### config.mk
export PLATFORM = sky130hd
export DESIGN_NAME = ram_wr_gen
export DESIGN_NICKNAME = d
export VERILOG_FILES = /design/src/rtl/ram_wr_gen.sv
export SDC_FILE = /design/constraint.sdc
export NUM_CORES = 1
export LEC_CHECK = 0
export BUFFER_PORTS_ARGS = -buffer_cell sky130_fd_sc_hd__buf_2
export CAP_MARGIN = 15
export CORE_UTILIZATION = 38
export DETAILED_ROUTE_END_ITERATION = 16
export PLACE_DENSITY = 0.68
export SYNTH_ARGS = -nofsm -noshare
export SYNTH_HDL_FRONTEND = slang
export SYNTH_SLANG_ARGS = --single-unit
### constraint.sdc
create_clock -name clk -period 2.8 [get_ports clk]
set_input_delay 0.14 -clock clk [delete_from_list [all_inputs] [get_ports clk]]
set_output_delay 0.14 -clock clk [all_outputs]
set_load 0.005 [all_outputs]
### src/rtl/ram_wr_gen.sv
// ram_wr_gen: RAM port-A write pattern generator for dual-port RAM bring-up.
// Sweeps the write address over DEPTH words for a programmed number of passes,
// driving one of four data patterns, and raises a sticky flag telling the
// port-B reader that enough of the RAM has been written to start reading.
module ram_wr_gen #(
  parameter int          DATA_W = 8,
  parameter int          ADDR_W = 6,
  parameter int          DEPTH  = 64,
  parameter int          RD_TH  = 32,
  parameter logic [31:0] FILL   = 32'h0000_00A5,
  parameter logic [31:0] SEED   = 32'h0000_0001,
  parameter logic [31:0] POLY   = 32'h0000_00B8
) (
  input  logic              clk,
  input  logic              rst,
  input  logic              start,
  input  logic              stop,
  input  logic [1:0]        mode,
  input  logic [7:0]        pass_cnt,
  output logic              ram_wr_en,
  output logic              ram_wr_we,
  output logic [ADDR_W-1:0] ram_wr_addr,
  output logic [DATA_W-1:0] ram_wr_data,
  output logic              rd_flag,
  output logic              busy,
  output logic              done
);

  // Address of the final beat of a pass and of the beat that arms the reader.
  localparam logic [ADDR_W-1:0] LAST_ADDR = ADDR_W'(DEPTH - 1);
  localparam logic [ADDR_W-1:0] TH_ADDR   = ADDR_W'(RD_TH - 1);

  // Pattern constants narrowed to the data width.
  localparam logic [DATA_W-1:0] FILL_V = FILL[DATA_W-1:0];
  localparam logic [DATA_W-1:0] SEED_V = SEED[DATA_W-1:0];
  localparam logic [DATA_W-1:0] POLY_V = POLY[DATA_W-1:0];

  // Pattern selector encodings.
  localparam logic [1:0] MODE_ADDR = 2'd0;
  localparam logic [1:0] MODE_INV  = 2'd1;
  localparam logic [1:0] MODE_FILL = 2'd2;
  localparam logic [1:0] MODE_LFSR = 2'd3;

  typedef enum logic [1:0] {
    S_IDLE  = 2'd0,
    S_WRITE = 2'd1,
    S_DONE  = 2'd2
  } state_t;

  state_t            state;
  logic [1:0]        mode_q;    // pattern latched at start
  logic [7:0]        pass_q;    // pass count latched at start, 0 = continuous
  logic [7:0]        rem_q;     // passes still to run, including the current one
  logic [DATA_W-1:0] lfsr;      // mode-3 pattern state

  logic last_beat;
  logic final_pass;

  // One Galois LFSR step: shift right, fold in POLY when a 1 falls out.
  function automatic logic [DATA_W-1:0] lfsr_step(input logic [DATA_W-1:0] v);
    return (v >> 1) ^ (v[0] ? POLY_V : '0);
  endfunction

  // Address zero-extended or truncated to the data width.
  function automatic logic [DATA_W-1:0] addr_to_data(input logic [ADDR_W-1:0] a);
    logic [ADDR_W+DATA_W-1:0] wide;
    wide = '0;
    wide[ADDR_W-1:0] = a;
    return wide[DATA_W-1:0];
  endfunction

  assign last_beat  = (ram_wr_addr == LAST_ADDR);
  // A latched count of 0 never reaches a final pass, so the sweep wraps forever.
  assign final_pass = (pass_q != 8'd0) && (rem_q == 8'd1);

  // Sequencer: run control, address sweep, pass counting, LFSR and reader flag.
  // NOTE: every register here is assigned with <= so all updates see the
  // pre-edge values; a blocking = would let later lines see half-updated state.
  always_ff @(posedge clk or posedge rst) begin
    if (rst) begin
      state       <= S_IDLE;
      ram_wr_en   <= 1'b0;
      ram_wr_addr <= '0;
      rd_flag     <= 1'b0;
      busy        <= 1'b0;
      done        <= 1'b0;
      mode_q      <= 2'd0;
      pass_q      <= 8'd0;
      rem_q       <= 8'd0;
      lfsr        <= SEED_V;
    end else begin
      case (state)
        S_IDLE: begin
          done <= 1'b0;
          // stop has priority over a simultaneous start.
          if (start && !stop) begin
            state       <= S_WRITE;
            ram_wr_en   <= 1'b1;
            ram_wr_addr <= '0;
            busy        <= 1'b1;
            rd_flag     <= 1'b0;
            mode_q      <= mode;
            pass_q      <= pass_cnt;
            rem_q       <= pass_cnt;
            lfsr        <= SEED_V;
          end
        end

        S_WRITE: begin
          // The beat on the bus this cycle always completes, even under stop.
          lfsr <= lfsr_step(lfsr);
          if (ram_wr_addr == TH_ADDR) begin
            rd_flag <= 1'b1;
          end

          if (stop) begin
            // Abort: back to idle with no completion pulse.
            state       <= S_IDLE;
            ram_wr_en   <= 1'b0;
            ram_wr_addr <= '0;
            busy        <= 1'b0;
          end else if (last_beat && final_pass) begin
            // Last word of the last pass: announce completion.
            state       <= S_DONE;
            ram_wr_en   <= 1'b0;
            ram_wr_addr <= '0;
            done        <= 1'b1;
          end else if (last_beat) begin
            // Wrap into the next pass without a gap.
            ram_wr_addr <= '0;
            if (pass_q != 8'd0) begin
              rem_q <= rem_q - 8'd1;
            end
          end else begin
            ram_wr_addr <= ram_wr_addr + 1'b1;
          end
        end

        S_DONE: begin
          state <= S_IDLE;
          done  <= 1'b0;
          busy  <= 1'b0;
        end

        default: begin
          state       <= S_IDLE;
          ram_wr_en   <= 1'b0;
          ram_wr_addr <= '0;
          busy        <= 1'b0;
          done        <= 1'b0;
        end
      endcase
    end
  end

  // Write data pattern, aligned with the registered address and forced to 0
  // whenever no beat is presented.
  // NOTE: the default assignment first keeps this block purely combinational;
  // leaving a path that skips ram_wr_data would infer a latch.
  always_comb begin
    ram_wr_data = '0;
    if (ram_wr_en) begin
      case (mode_q)
        MODE_ADDR: ram_wr_data = addr_to_data(ram_wr_addr);
        MODE_INV:  ram_wr_data = ~addr_to_data(ram_wr_addr);
        MODE_FILL: ram_wr_data = FILL_V;
        MODE_LFSR: ram_wr_data = lfsr;
        default:   ram_wr_data = '0;
      endcase
    end
  end

  // Port A is write-only, so the write strobe simply mirrors the enable.
  assign ram_wr_we = ram_wr_en;

endmodule
Word-level counts from Yosys, hierarchy flattened:

Cells that the tools add are included.

* bits in registers: 38
* word-level logic and storage cells: 81

* add/sub/neg operators: 2
* equality and inequality tests: 17
* multiplexer cells: 32
* bitwise logic cells: 3
* reduce and logical (&&, ||, !) cells: 17

Operators by type and width (number)
* $mux W8: 8
* $pmux W8 S2: 2
* $pmux W8 S4: 1
* $mux W6: 4
* $pmux W6 S3: 1
* $ne A2 B2 Y1 const B: 8
* $reduce_and A2 Y1: 6
* $mux W1: 9
* $eq A8 B1 Y1 const B: 1
* $not A6 Y8: 1
* $reduce_bool A8 Y1: 1
* $sub A8 B1 Y8 const B: 1
* $xor A7 B8 Y8: 1
* $add A6 B1 Y6 const B: 1
* $eq A2 B2 Y1 const B: 3
* $eq A6 B5 Y1 const B: 1
* $eq A6 B6 Y1 const B: 1
* $mux W2: 3
* $reduce_and A3 Y1: 2
* $reduce_and A6 Y1: 1
* $eq A2 B1 Y1 const B: 2
* $logic_not A2 Y1: 2
* $pmux W1 S2: 2
* $pmux W2 S2: 1
* other kinds (6): 8

Logic depth before layout (Yosys ltp):

* word-level depth: 6
* depth in mapped cells: 7
* gate-level depth less buffers: 6

Worst setup path before layout:

Ideal clock, no wire load.

* kind: register to register
* start: register ram_wr_addr[0]
* end: register ram_wr_en
* arrival time: 1.755 ns
* data required time: 2.674 ns
* path slack: 0.918 ns
* stages on the path, launching flop included: 6
* clock period less this slack: 1.882 ns
* path through: dfrtp_1 -> ha_1 -> and3_2 -> nand3_1 -> or3_1 -> a311o_1

* cells in the longest elaborated chain, start to end: 4

RTL lines
* from (decl): line 22 `output logic [ADDR_W-1:0] ram_wr_addr,`
* from (signal assigned): line 135 `ram_wr_addr <= ram_wr_addr + 1'b1;`
* $eq A6 B6 Y1: line 72 `assign last_beat = (ram_wr_addr == LAST_ADDR);`
* $logic_and A1 B1 Y1: line 122 `end else if (last_beat && final_pass) begin`
* $ne A3 B3 Y1 (no line)
* $reduce_and A3 Y1 (no line)
* to (signal assigned): line 82 `ram_wr_en <= 1'b0;`
* to (signal assigned): line 119 `ram_wr_en <= 1'b0;`
* to (signal assigned): line 125 `ram_wr_en <= 1'b0;`
* to (decl): line 20 `output logic ram_wr_en,`

Every way passes these cells.
A chain may end at the register's enable or synchronous reset.

Worst setup path after layout:

Same ends and word-level chain as after synthesis.

==> summary.md <==
| Metric | Value |
|---|---|
| Outcome | `finished, final reports clean` |
| # setup viols final | `0` |
| Antenna-violating nets left | `0` |
| Synth Warn # | `0` |
| Syn Nets | `250` |
| Worst path top cell family by delay | `simple AND/OR/NAND/NOR gates` |
| Clk slew on worst S/H paths | `around 0.08 ns` |
| Post-synthesis cell count | `233` |
| Total clock sinks | `38` |
| Slowest-stage cell, CP | `or3_1` |
| Largest net degree at the start of global routing | `39` |
| Xor-xnor portion of the synthesized cell area | `about 5.4%` |
| Port bufs | `32` |
| Worst slew margin | `53.99%` |
| Worst path cell trace | `ha_1 -> and3_2 -> nand3_1 -> or3_1 -> a311o_1` |
| Die ar. | `5819 um2` |
| RR Endpoint | `ram_wr_en` |
| Initial core utilization | `40.29%` |
| Metal-1 WL | `2.326 mm` |
| Overflow after GRT | `0` |
| Worst Path Class, Setup | `reg2reg` |
| Row count | `26` |
| First-pass GRT wire length | `8.162 mm` |
| # DRC | `0` |
| Critical Path End Type | `register` |
| Max incr delay on CP | `0.50 ns` |
| RR Startpoint | `ram_wr_addr[0]` |
| Area Growth Syn to Fin | `15.87%` |
| Worst setup path startpoint | `ram_wr_addr[0]` |
| RSZ-0062 raised after global routing | `no` |
| Number of synthesized flops with an enable pin | `0` |
| Worst skew pair latency | `~0.3 ns` |
| Sequential fraction of the synthesis area | `between 40% and 50%` |
| Gp weighted congestion | `0.8076` |
| Initial antenna violation count | `0` |
| Diodes inserted | `0` |
| Worst Tran Pin Value | `between 0.6 and 0.7 ns` |
| Synthesis-stage register bit count | `38` |
| Period utilization | `73.66%` |
| Critical Path Stages | `5` |
| DIE HEIGHT | `76.29 um` |
| Multiplexer share of the synthesized area | `0.4773%` |
| Power after layout | `1759 uW` |
| Ys flop type | `dfrtp_1` |
| Worst r2r path cells | `5` |
| Setup Skew | `~0.0073 ns` |
| Met2 WL | `2.227 mm` |
| Core Region | `between 5000 and 6000 um2` |
| Fraction of final layout cells sized beyond drive strength 1 | `between 20% and 30%` |
| Top Layer Used | `met4` |
| WL final | `4.802 mm` |
| Clock Tree Buf Depth | `2` |
| Crit-path max FO | `8` |
| Flop2flop setup slack | `0.74 ns` |
| Setup crit start kind | `register` |
| Vias per Instance | `5.295` |
| H-Tree Depth | `2` |
| Max-cap viol count | `0` |
| Drt first-iter violations | `155` |
| Post-synthesis compound-gate area fraction | `16.71%` |
| Arrival time worst endpoint | `2.25 ns` |
| VDD IR max | `0.3179 mV` |
| CP bufs+invs | `0` |
| Cell Pwr Density | `723.8 nW/um2` |
| Num ports | `33` |
| Hold Crit Start | `mode[0]` |
| Largest family of logic cells by synthesized area | `simple AND/OR/NAND/NOR gates` |
| Syn Area/Cell | `9.000 um2` |
| Gr usage total | `approximately 18%` |
| Die W | `around 76 um` |
| Post-Synth Simple-Gate Area | `25.72%` |
| Post-Syn Area | `2097 um2` |
| Peak Freq | `484.8 MHz` |
| Post-synth cell types | `48` |
| WP data required | `2.98 ns` |
| Leak | `0.001133 uW` |
| Fin Setup TNS | `0 ns` |
| Final Critical Period | `2.063 ns` |
| Metal3 WL | `178 um` |
| Final nets | `282` |
| Hold Crit Depth | `3` |
| CTS buffer count | `5` |
| Router iterations before antenna repair | `4` |
| Average wire per standard cell | `14.29 um` |
| Detail Placement HPWL | `between 3 and 4 mm` |
| Post-synth ARST share | `100.0%` |
| CTS root buf | `clkbuf_8` |
| Hold path endpoint | `mode_q[0]` |
| Worst hold path type | `in2reg` |
| Adder-cell share of the synthesized area | `1.790%` |
| Fin. Hold Viols | `0` |
| Slew Limit Fails | `0` |
| Vias in the first global route | `1691` |
| CTS tree | `done` |
| Via Count | `1779` |
[per-layer routing]
layer,up-vias,GRT usage (%)
met2,39,26.49
met5,-,0
li1,880,-
met1,853,24.83
met4,0,6.923
met3,7,3.353
[layout by cell type, fill, tap and decap left out, types with 4 or more instances in the layout]
master / n
nor2_1: 18
o221ai_1: 4
o21ai_0: 17
dfrtp_1: 37
a21oi_1: 9
nand3_1: 10
buf_4: 6
buf_2: 32
xnor2_1: 6
nand2_1: 53
xor2_1: 7
inv_1: 4
clkbuf_8: 5
[worst max-delay path by stage]
stage / endpoint / slack, ns
after global placement: rem_q[0] / 0.85
after CTS: ram_wr_en / 0.75
after detailed placement: ram_wr_en / 0.76
after global routing: ram_wr_en / 0.59
final: ram_wr_en / 0.74
after floorplan: ram_wr_en / 0.92
[stage by stage]
stage	cells	hold slack [ns]	util, %	area, um2	worst slack, ns
floorplan	233	0.2454	-	2097	0.9184
global placement	327	0.2779	44.40	2311	0.8470
detailed placement	327	0.2842	44.40	2311	0.7633
CTS	336	0.03394	46.68	2430	0.7473
global route	336	0.05219	46.68	2430	0.5881
finish	336	0.03830	46.68	2430	0.7374
[where the power goes]
group / leakage [uW] / internal (uW) / switching [uW] / total (uW)
Sequential: 0.000474 / 677 / 163 / 841
Combinational: 0.000601 / 227 / 225 / 453
Clock: 0.0000579 / 262 / 203 / 465
[area by class of cell]
cell class / instances / area, um2
tap: 70 / 87.58
fill: 522 / 2775
multi-input combinational: 177 / 1051
sequential: 38 / 952.2
inverter: 4 / 15.01
timing repair buffer: 39 / 215.2
clock inverter: 3 / 40.04
clock buffer: 5 / 68.82
[sequential cells by signal, indices dropped and copies added (netlist names)]
register	flops
rd_flag	1
mode_q	2
rem_q	8
ram_wr_addr	6
lfsr	8
state	2
busy	1
pass_q	8
ram_wr_en	1
done	1
[cells by family after synthesis]
| logic type | Yosys count |
|---|---|
| AO/OA/AOI/OAI | 49 |
| buffers and inverters | 18 |
| multiplexers | 1 |
| XOR/XNOR | 13 |
| adder cells (fa/ha/maj) | 3 |
| flip-flops | 38 |
| AND/OR/NAND/NOR | 111 |
[worst register-to-register path, delay by kind of cell (launching register included)]
| family | cells | cell delay [ns] |
|---|---|---|
| adder cells (fa/ha/maj) | 1 | 0.19 |
| AO/OA/AOI/OAI | 1 | 0.37 |
| flip-flops | 1 | 0.45 |
| AND/OR/NAND/NOR | 3 | 0.94 |
[synthesized netlist by cell type (all sizes together) (2+ instances only)]
| library cell | count | area (um2) |
|---|---|---|
| and2 | 3 | 18.77 |
| o221a | 3 | 33.78 |
| nand3b | 2 | 15.01 |
| nor2b | 2 | 12.51 |
| inv | 4 | 15.01 |
| or4 | 3 | 25.03 |
| buf | 3 | 26.27 |
| xnor2 | 6 | 52.55 |
| ha | 3 | 37.54 |
| xor2 | 7 | 61.31 |
| nor4 | 3 | 18.77 |
| and3 | 4 | 26.28 |
| dfrtp | 37 | 925.9 |
| o221ai | 4 | 35.03 |
| nor2 | 19 | 78.82 |
| clkbuf | 11 | 52.54 |
| o31ai | 2 | 15.01 |
| a21oi | 9 | 45.04 |
| nand2 | 53 | 198.9 |
| nor3 | 2 | 10.01 |
| nand3 | 10 | 50.05 |
| nor3b | 3 | 22.52 |
| or3 | 2 | 12.51 |
| o211ai | 3 | 22.52 |
| or3b | 2 | 20.02 |
| o21ai | 17 | 85.08 |
| o311ai | 2 | 17.52 |
[what timing repair did]
action,4_1_cts,5_1_grt
hold buffers,1,0
endpoints found under the hold margin,37,0
resized for setup,0,0
buffers inserted,0,0
Power figures use the tool's default switching activity.
